File: src/rtl/csa_pkg.sv
`default_nettype none
// ============================================================================
// Module      : csa_pkg
// Description : Sizing helpers for the pipelined carry-save reduction tree.
// Revision    : 1.0 - initial release
// ============================================================================
package csa_pkg;

    localparam int CSA_MAX_OPS = 33;

    // Operand count remaining after 'levels' rounds of 3:2 compression.
    function automatic int csa_count_after(input int n, input int levels);
        int c;
        c = n;
        for (int i = 0; i < levels; i++) begin
            c = 2 * (c / 3) + (c % 3);
        end
        return c;
    endfunction

    function automatic int csa_levels(input int n);
        int c;
        int l;
        c = n;
        l = 0;
        for (int i = 0; i < CSA_MAX_OPS; i++) begin
            if (c > 2) begin
                c = 2 * (c / 3) + (c % 3);
                l = l + 1;
            end
        end
        return l;
    endfunction

    function automatic int csa_nstage(input int n, input int lps);
        return (csa_levels(n) + lps - 1) / lps;
    endfunction

endpackage
`default_nettype wire

File: src/rtl/csa_level.sv
`default_nettype none
// ============================================================================
// Module      : csa_level
// Description : One combinational 3:2 compression level; groups (0,1,2),
//               (3,4,5)... emit sum/carry pairs, leftovers pass through.
// Revision    : 1.0 - initial release
// ============================================================================
module csa_level #(
    parameter int WIDTH = 130,
    parameter int N_IN  = 3
) (
    input  logic [N_IN*WIDTH-1:0]                          i_ops,
    output logic [(2*(N_IN/3) + (N_IN%3))*WIDTH-1:0]       o_ops
);

    localparam int c_ngrp  = N_IN / 3;
    localparam int c_nleft = N_IN % 3;

    for (genvar g = 0; g < c_ngrp; g++) begin : g_grp
        logic [WIDTH-1:0] w_a;
        logic [WIDTH-1:0] w_b;
        logic [WIDTH-1:0] w_c;
        logic [WIDTH-1:0] w_maj;

        assign w_a   = i_ops[(3*g)*WIDTH   +: WIDTH];
        assign w_b   = i_ops[(3*g+1)*WIDTH +: WIDTH];
        assign w_c   = i_ops[(3*g+2)*WIDTH +: WIDTH];
        assign w_maj = (w_a & w_b) | (w_a & w_c) | (w_b & w_c);

        assign o_ops[(2*g)*WIDTH   +: WIDTH] = w_a ^ w_b ^ w_c;
        // Carry weight is one bit higher; the top majority bit falls off mod 2^WIDTH.
        assign o_ops[(2*g+1)*WIDTH +: WIDTH] = w_maj << 1;
    end

    for (genvar i = 0; i < c_nleft; i++) begin : g_left
        assign o_ops[(2*c_ngrp+i)*WIDTH +: WIDTH] = i_ops[(3*c_ngrp+i)*WIDTH +: WIDTH];
    end

endmodule
`default_nettype wire

File: src/rtl/csa_tree_pipe.sv
`default_nettype none
// ============================================================================
// Module      : csa_tree_pipe
// Description : Pipelined carry-save reduction tree with valid/ready
//               handshake, tag passthrough and synchronous flush.
// Revision    : 1.0 - initial release
// ============================================================================
module csa_tree_pipe
    import csa_pkg::*;
#(
    parameter int WIDTH            = 130,
    parameter int NUM_OPS          = 8,
    parameter int LEVELS_PER_STAGE = 2,
    parameter int TAG_W            = 4
) (
    input  logic                     clk,
    input  logic                     rst,
    input  logic                     flush,
    input  logic                     in_valid,
    output logic                     in_ready,
    input  logic [NUM_OPS*WIDTH-1:0] in_ops,
    input  logic [TAG_W-1:0]         in_tag,
    output logic                     out_valid,
    input  logic                     out_ready,
    output logic [WIDTH-1:0]         out_sum,
    output logic [WIDTH-1:0]         out_carry,
    output logic [TAG_W-1:0]         out_tag
);

    localparam int c_levels = csa_levels(NUM_OPS);
    localparam int c_nstage = csa_nstage(NUM_OPS, LEVELS_PER_STAGE);

    logic [c_nstage-1:0] w_v;
    logic [c_nstage-1:0] w_adv;

    // A stage may load when downstream moves or when it holds nothing, so bubbles collapse.
    always_comb begin
        w_adv = '0;
        w_adv[c_nstage-1] = out_ready | ~w_v[c_nstage-1];
        for (int k = c_nstage - 2; k >= 0; k--) begin
            w_adv[k] = w_adv[k+1] | ~w_v[k];
        end
    end

    for (genvar k = 0; k < c_nstage; k++) begin : g_stg
        localparam int c_lvl_first = k * LEVELS_PER_STAGE;
        localparam int c_lvl_end   = ((k + 1) * LEVELS_PER_STAGE < c_levels) ?
                                     (k + 1) * LEVELS_PER_STAGE : c_levels;
        localparam int c_nlvl      = c_lvl_end - c_lvl_first;
        localparam int c_n_in      = csa_count_after(NUM_OPS, c_lvl_first);
        localparam int c_n_out     = csa_count_after(NUM_OPS, c_lvl_end);

        logic [c_n_in*WIDTH-1:0]  w_sin;
        logic                     w_v_up;
        logic [TAG_W-1:0]         w_tag_up;
        logic [c_n_out*WIDTH-1:0] r_data;
        logic [TAG_W-1:0]         r_tag;
        logic                     r_v;

        if (k == 0) begin : g_head
            assign w_sin    = in_ops;
            assign w_v_up   = in_valid;
            assign w_tag_up = in_tag;
        end else begin : g_link
            assign w_sin    = g_stg[k-1].r_data;
            assign w_v_up   = g_stg[k-1].r_v;
            assign w_tag_up = g_stg[k-1].r_tag;
        end

        for (genvar i = 0; i < c_nlvl; i++) begin : g_lv
            localparam int c_li = csa_count_after(NUM_OPS, c_lvl_first + i);
            localparam int c_lo = csa_count_after(NUM_OPS, c_lvl_first + i + 1);

            logic [c_li*WIDTH-1:0] w_lin;
            logic [c_lo*WIDTH-1:0] w_lout;

            if (i == 0) begin : g_first
                assign w_lin = w_sin;
            end else begin : g_next
                assign w_lin = g_lv[i-1].w_lout;
            end

            csa_level #(
                .WIDTH (WIDTH),
                .N_IN  (c_li)
            ) u_level (
                .i_ops (w_lin),
                .o_ops (w_lout)
            );
        end

        always_ff @(posedge clk or posedge rst) begin
            if (rst) begin
                r_v    <= 1'b0;
                r_data <= '0;
                r_tag  <= '0;
            end else begin
                if (flush) begin
                    r_v <= 1'b0;
                end else if (w_adv[k]) begin
                    r_v <= w_v_up;
                end
                // Data only moves with a valid beat; stale contents are never observed.
                if (w_adv[k] && w_v_up) begin
                    r_data <= g_lv[c_nlvl-1].w_lout;
                    r_tag  <= w_tag_up;
                end
            end
        end

        assign w_v[k] = r_v;
    end

    assign in_ready  = w_adv[0];
    assign out_valid = w_v[c_nstage-1];
    assign out_sum   = g_stg[c_nstage-1].r_data[WIDTH-1:0];
    assign out_carry = g_stg[c_nstage-1].r_data[2*WIDTH-1:WIDTH];
    assign out_tag   = g_stg[c_nstage-1].r_tag;

endmodule
`default_nettype wire

File: config.mk
export PLATFORM = sky130hd
export DESIGN_NAME = csa_tree_pipe
export DESIGN_NICKNAME = d
export VERILOG_FILES = /design/src/rtl/csa_pkg.sv /design/src/rtl/csa_level.sv /design/src/rtl/csa_tree_pipe.sv
export SDC_FILE = /design/constraint.sdc
export NUM_CORES = 2
export LEC_CHECK = 0
export ABC_CLOCK_PERIOD_IN_PS = 25100
export BUFFER_PORTS_ARGS = -buffer_cell sky130_fd_sc_hd__buf_2
export CAP_MARGIN = 20
export CORE_AREA = 2 2 518 520
export CTS_BUF_LIST = sky130_fd_sc_hd__clkbuf_8
export DETAILED_ROUTE_END_ITERATION = 6
export DIE_AREA = 0 0 520 522
export PLACE_DENSITY = 0.35
export SLEW_MARGIN = 10
export SYNTH_ARGS = -nofsm -noshare
export SYNTH_HDL_FRONTEND = slang
export SYNTH_SLANG_ARGS = --single-unit
File: constraint.sdc
create_clock -name clk -period 25.1 [get_ports clk]
set_input_delay 5.02 -clock clk [delete_from_list [all_inputs] [get_ports clk]]
set_output_delay 5.02 -clock clk [all_outputs]
set_load 0.02 [all_outputs]
**Word level (Yosys, flattened, before mapping)**

Index checks and enable logic that the tools add are counted.
W data, S select, Z words.

- Add/sub/neg operators: 0
- $mul: 0
- Divide/modulo/power cells: 0
- Order comparisons: 0
- Equal/unequal tests: 0
- Shifts and indexed selects: 0
- Muxes and demuxes: 4
- Bitwise operators: 46
- Reduce and logical (&&, ||, !) cells: 4

Operators by type and width:

| cell | number |
|---|---|
| $and A129 B129 Y129 | 18 |
| $xor A130 B130 Y130 | 12 |
| $or A129 B129 Y129 | 12 |
| $mux W1 | 4 |
| $reduce_bool A2 Y1 | 2 |
| $logic_and A1 B1 Y1 | 2 |
| $not A1 Y1 | 2 |
| $or A1 B1 Y1 | 2 |

- Bits in registers: 787
- Latch bits: 0
- Memory bits (writable): 0
- Memory bits (read-only): 0
- Input bits: 1,049
- Memories kept: 0

**Depth between registers and ports, before layout**

- Depth after elaboration: 6
- Gate-level depth with buffers: 8

**Cells and area by module**

From an unflattened synthesis, not the netlist that was laid out.

- Cell total of the unflattened synthesis: 2,854
- Area, all modules: 48,231.3 µm²

Modules (own cells, without submodules):

| module | times used | cells each | area each (µm²) |
|---|---|---|---|
| csa_tree_pipe | 1 | 1,674 | 29,605.9 |
| csa_level at g_stg[0].g_lv[0].u_level | 1 | 523 | 7,183.1 |
| csa_level at g_stg[0].g_lv[1].u_level | 1 | 263 | 5,231.3 |
| csa_level at g_stg[1].g_lv[0].u_level | 1 | 262 | 3,593.4 |
| csa_level at g_stg[1].g_lv[1].u_level | 1 | 132 | 2,617.5 |

**Worst setup path before layout**

Ideal clock, no wire load.

- Path kind: input -> output
- From: in out_ready
- To: out in_ready
- Data arrival time: 5,655 ps
- Path slack: 14,425 ps
- Stages: 3
- Buffers on the path: 2
- Path through: nand3b_1 -> buf_2 -> clkbuf_1

- Cells in the longest elaborated chain, start to end: 2

Ends and longest elaborated chain:

| item | RTL line | RTL |
|---|---|---|
| start: declaration | csa_tree_pipe.sv:24 | `input logic out_ready,` |
| $or A1 B1 Y1 | csa_tree_pipe.sv:39 | `w_adv[c_nstage-1] = out_ready \| ~w_v[c_nstage-1];` |
| $or A1 B1 Y1 | csa_tree_pipe.sv:41 | `w_adv[k] = w_adv[k+1] \| ~w_v[k];` |
| end: declaration | csa_tree_pipe.sv:20 | `output logic in_ready,` |

No other way between the ends.

**Final worst setup path**

Ends and elaborated chain as after synthesis.

==> impl_results.md <==
- Pin count of the biggest net entering global routing: 151
- CTS tree: built
- Top cells by area, synth: dfrtp_1 (40%), fa_1 (31%), inv_1 (8.9%)
- Postcts setup bufs: 0
- Setup Skew: 0.0397 ns
- Ratio of cells with drive above 1 in the final layout: 32.6%
- Mapped Area: 49200 um^2
- Dpl ws: 14.06 ns
- GRT Util Overall: 14.0%
- NetSw: 2360 uW
- Internal power component: 3460 uW
- Initial Util: 18.5%
- WHS Path Cells: 1
- Power, Total: 5820 uW
- Number of global-route vias before repair: 37000
- Metal-1 WL: 75800 um
- Hold Path Sink: g_stg[1].r_data[38]
- Leading area contributor after synthesis: dfrtp_1
- FF-to-FF End: g_stg[0].r_data[39]
- Finish-stage setup viols: 0
- Tcrit/Tclk final: 43.7%
- # clock sinks: 786
- CP peak stage delay: 0.33 ns
- I/O pins: 1315
- # DRC: 176
- Violated checks: DRC
- Crit path kind: input port to primary output
- Commonest non-fill, non-tap cell in the layout: buf_2
- Worst hold path class: flop to flop
- Nets: 6983
- Initial DRC count: 1189
- Wirelength per Cell: 21.5 um
- Most numerous cell on the critical path: buf_2
- H-tree depth: 4
- Seq pwr share: 34.4%
- Vias post-DR: 31400
- Routed wl met2: 93600 um
- Crit-path max FO: 3
- Synth top area share: 40.0%
- Outcome: finished, violations left
- Met3 routed wirelength: 16400 um
- Clk slew on worst S/H paths: 0.06 ns
- R2R cell count: 6
- Initial antenna violation count: 40
- Pwr per Cell Area: 92.6 nW/um^2
- Die area: 271000 um^2
- Min cycle time layout: 10.98 ns
- Worst EP required: 20.08 ns
- FF+latch count, synth: 786
- R2r setup slk: 21.42 ns
- Static leakage: 0.0315 uW
- Core Area: 266000 um^2
- RSZ-0062 raised after global routing: no
- CP Launch Type: input port
- Routability cong.: 0.947
- Setup_tns: 0 ns
- Global-route wire length before repair: 271000 um
- Highest Signal Layer: met5
- Logic gate share of total power: 42.0%
- Synth cell types: 25
- Crit path DAT: 5.96 ns
- Final worst setup slack: 14.12 ns
- Clock power frac: 23.6%
- Crit-path cells: buf_2, nand3b_1, buf_2
- Worst VDD drop: 0.0000467 V
- FMAX: 91.1 MHz
- Root Buffer: clkbuf_8
- Switching share of power: 40.6%
- Die Span Y: 522 um
- Kind of end point of the critical path: primary output
- Syn Area/Cell: 13.0 um^2
- Post-Syn Instances: 3773
- Slowest cell on crit path: nand3b_1
- Clk_lat worst skew: 0.88 ns
- DR pass1 iterations: 7
- Slew margin rel.: 19.1%
- WL final: 191000 um
- Post-CTS sizing: 0
- Grt ovf: 0
- Post-synthesis sequential area ratio: 40.0%
- Max_cap viols: 0
- CTS Buf Count: 162
- Slew @ Worst Pin: 1.21 ns
- Worst Hold Launch: g_stg[1].r_data[38]
- R2R Path Start: g_stg[0].r_v
- # rows: 190
- Final hold violation count: 0
- Clk buf depth: 3
- Final HPWL DP: 159000 um
- Hold buffer count at cts: 0
- Slew Viols, Final: 0
- Yosys warns: 0
- Most frequent cells in the layout: buf_2 (1311), inv_1 (1210), dfrtp_1 (786)
- Post-DRT Antenna Nets: 0
- Via-to-Cell Ratio: 3.55
- # port buffers: 1312
- Area Overhead vs Synth: 27.7%
- Chip width: 520 um
## Yosys cell counts
cell and instances:
a21oi_1 262, a31oi_2 1, xnor2_1 5, conb_1 1
ha_1 3, nor2_1 1, buf_12 1, nand3_1 3
buf_6 42, o21ai_0 3, buf_2 18, dfrtp_1 786
inv_2 1, fa_1 770, o21ai_1 1, buf_4 26
mux2_2 137, nand3b_1 1, xor2_1 1, clkbuf_1 21
mux2i_1 129, xnor3_1 3, buf_8 11, inv_1 1161
mux2_1 385
## state kept, by name, summed over array words and instances, names as in the netlist
register	cells
g_stg.r_data	776
g_stg.r_tag	4
out_tag	4
g_stg.r_v	1
out_valid	1
## metal layers
layer,up-vias,track usage (%)
li1,14000,-
met1,16100,16.6
met2,1040,23.9
met3,236,5.14
met4,18,3.73
met5,-,0
## how the worst max path moves through the flow
stage | startpoint | to | slack (ns) | depth (start not counted)
after floorplan | rst | g_stg[0].r_data[0] | 9.30 | 1
after global placement | out_ready | in_ready | 14.06 | 3
after detailed placement | out_ready | in_ready | 14.06 | 3
after CTS | out_ready | in_ready | 14.06 | 3
after global routing | out_ready | in_ready | 14.05 | 3
final | out_ready | in_ready | 14.12 | 3
## worst max-delay path: cells and delay by family
| family | cells | cell delay [ns] |
|---|---|---|
| buffers and inverters | 2 | 0.57 |
| AND/OR/NAND/NOR | 1 | 0.33 |
## layout make-up
type                            instances  area (um^2)
Antenna cell                           12         30.0
Clock buffer                          206         2840
Clock inverter                         82          445
Fill cell                           28800       204000
Inverter                             1162         4370
Multi-Input combinational cell       1707        24100
Sequential cell                       786        19700
Tap cell                             3552         4440
Timing Repair Buffer                 1342         6850
## power groups by stage
stage	Combinational (uW)	Clock, uW	Sequential (uW)
2_1_floorplan	1010	0	2230
3_3_place_gp	2560	0	2020
3_5_place_dp	2560	0	2030
4_1_cts	2580	1450	2010
5_1_grt	2760	1500	2070
6_report	2450	1370	2000
## through the flow
stage | hold WS, ns | instance area [um^2] | std cells | utilization [%]
after global routing | 0.492 | 62800 | 8842 | 23.6
final | 0.483 | 62800 | 8849 | 23.6
after CTS | 0.484 | 62700 | 8837 | 23.5
after global placement | 0.461 | 59500 | 8549 | 22.3
after detailed placement | 0.471 | 59500 | 8549 | 22.3
after floorplan | 0.450 | 49200 | 3774 | -
## kinds of logic (layout without fill, tap and decap cells)
logic type                 count (synthesis)  in the layout  synth area share (%)
other                                      1             14               0.00763
adders and majority gates                773            773                  31.4
muxes                                    651            651                  14.6
AOI/OAI and AO/OA                        267            267                  2.73
xor gates and xnor gates                   9              9                 0.244
and+or+nand+nor                            5              5                0.0534
DFF                                      786            786                  40.0
buffers and inverters                   1281           2792                  10.9
No activity file was read; power rests on OpenSTA's default activity.
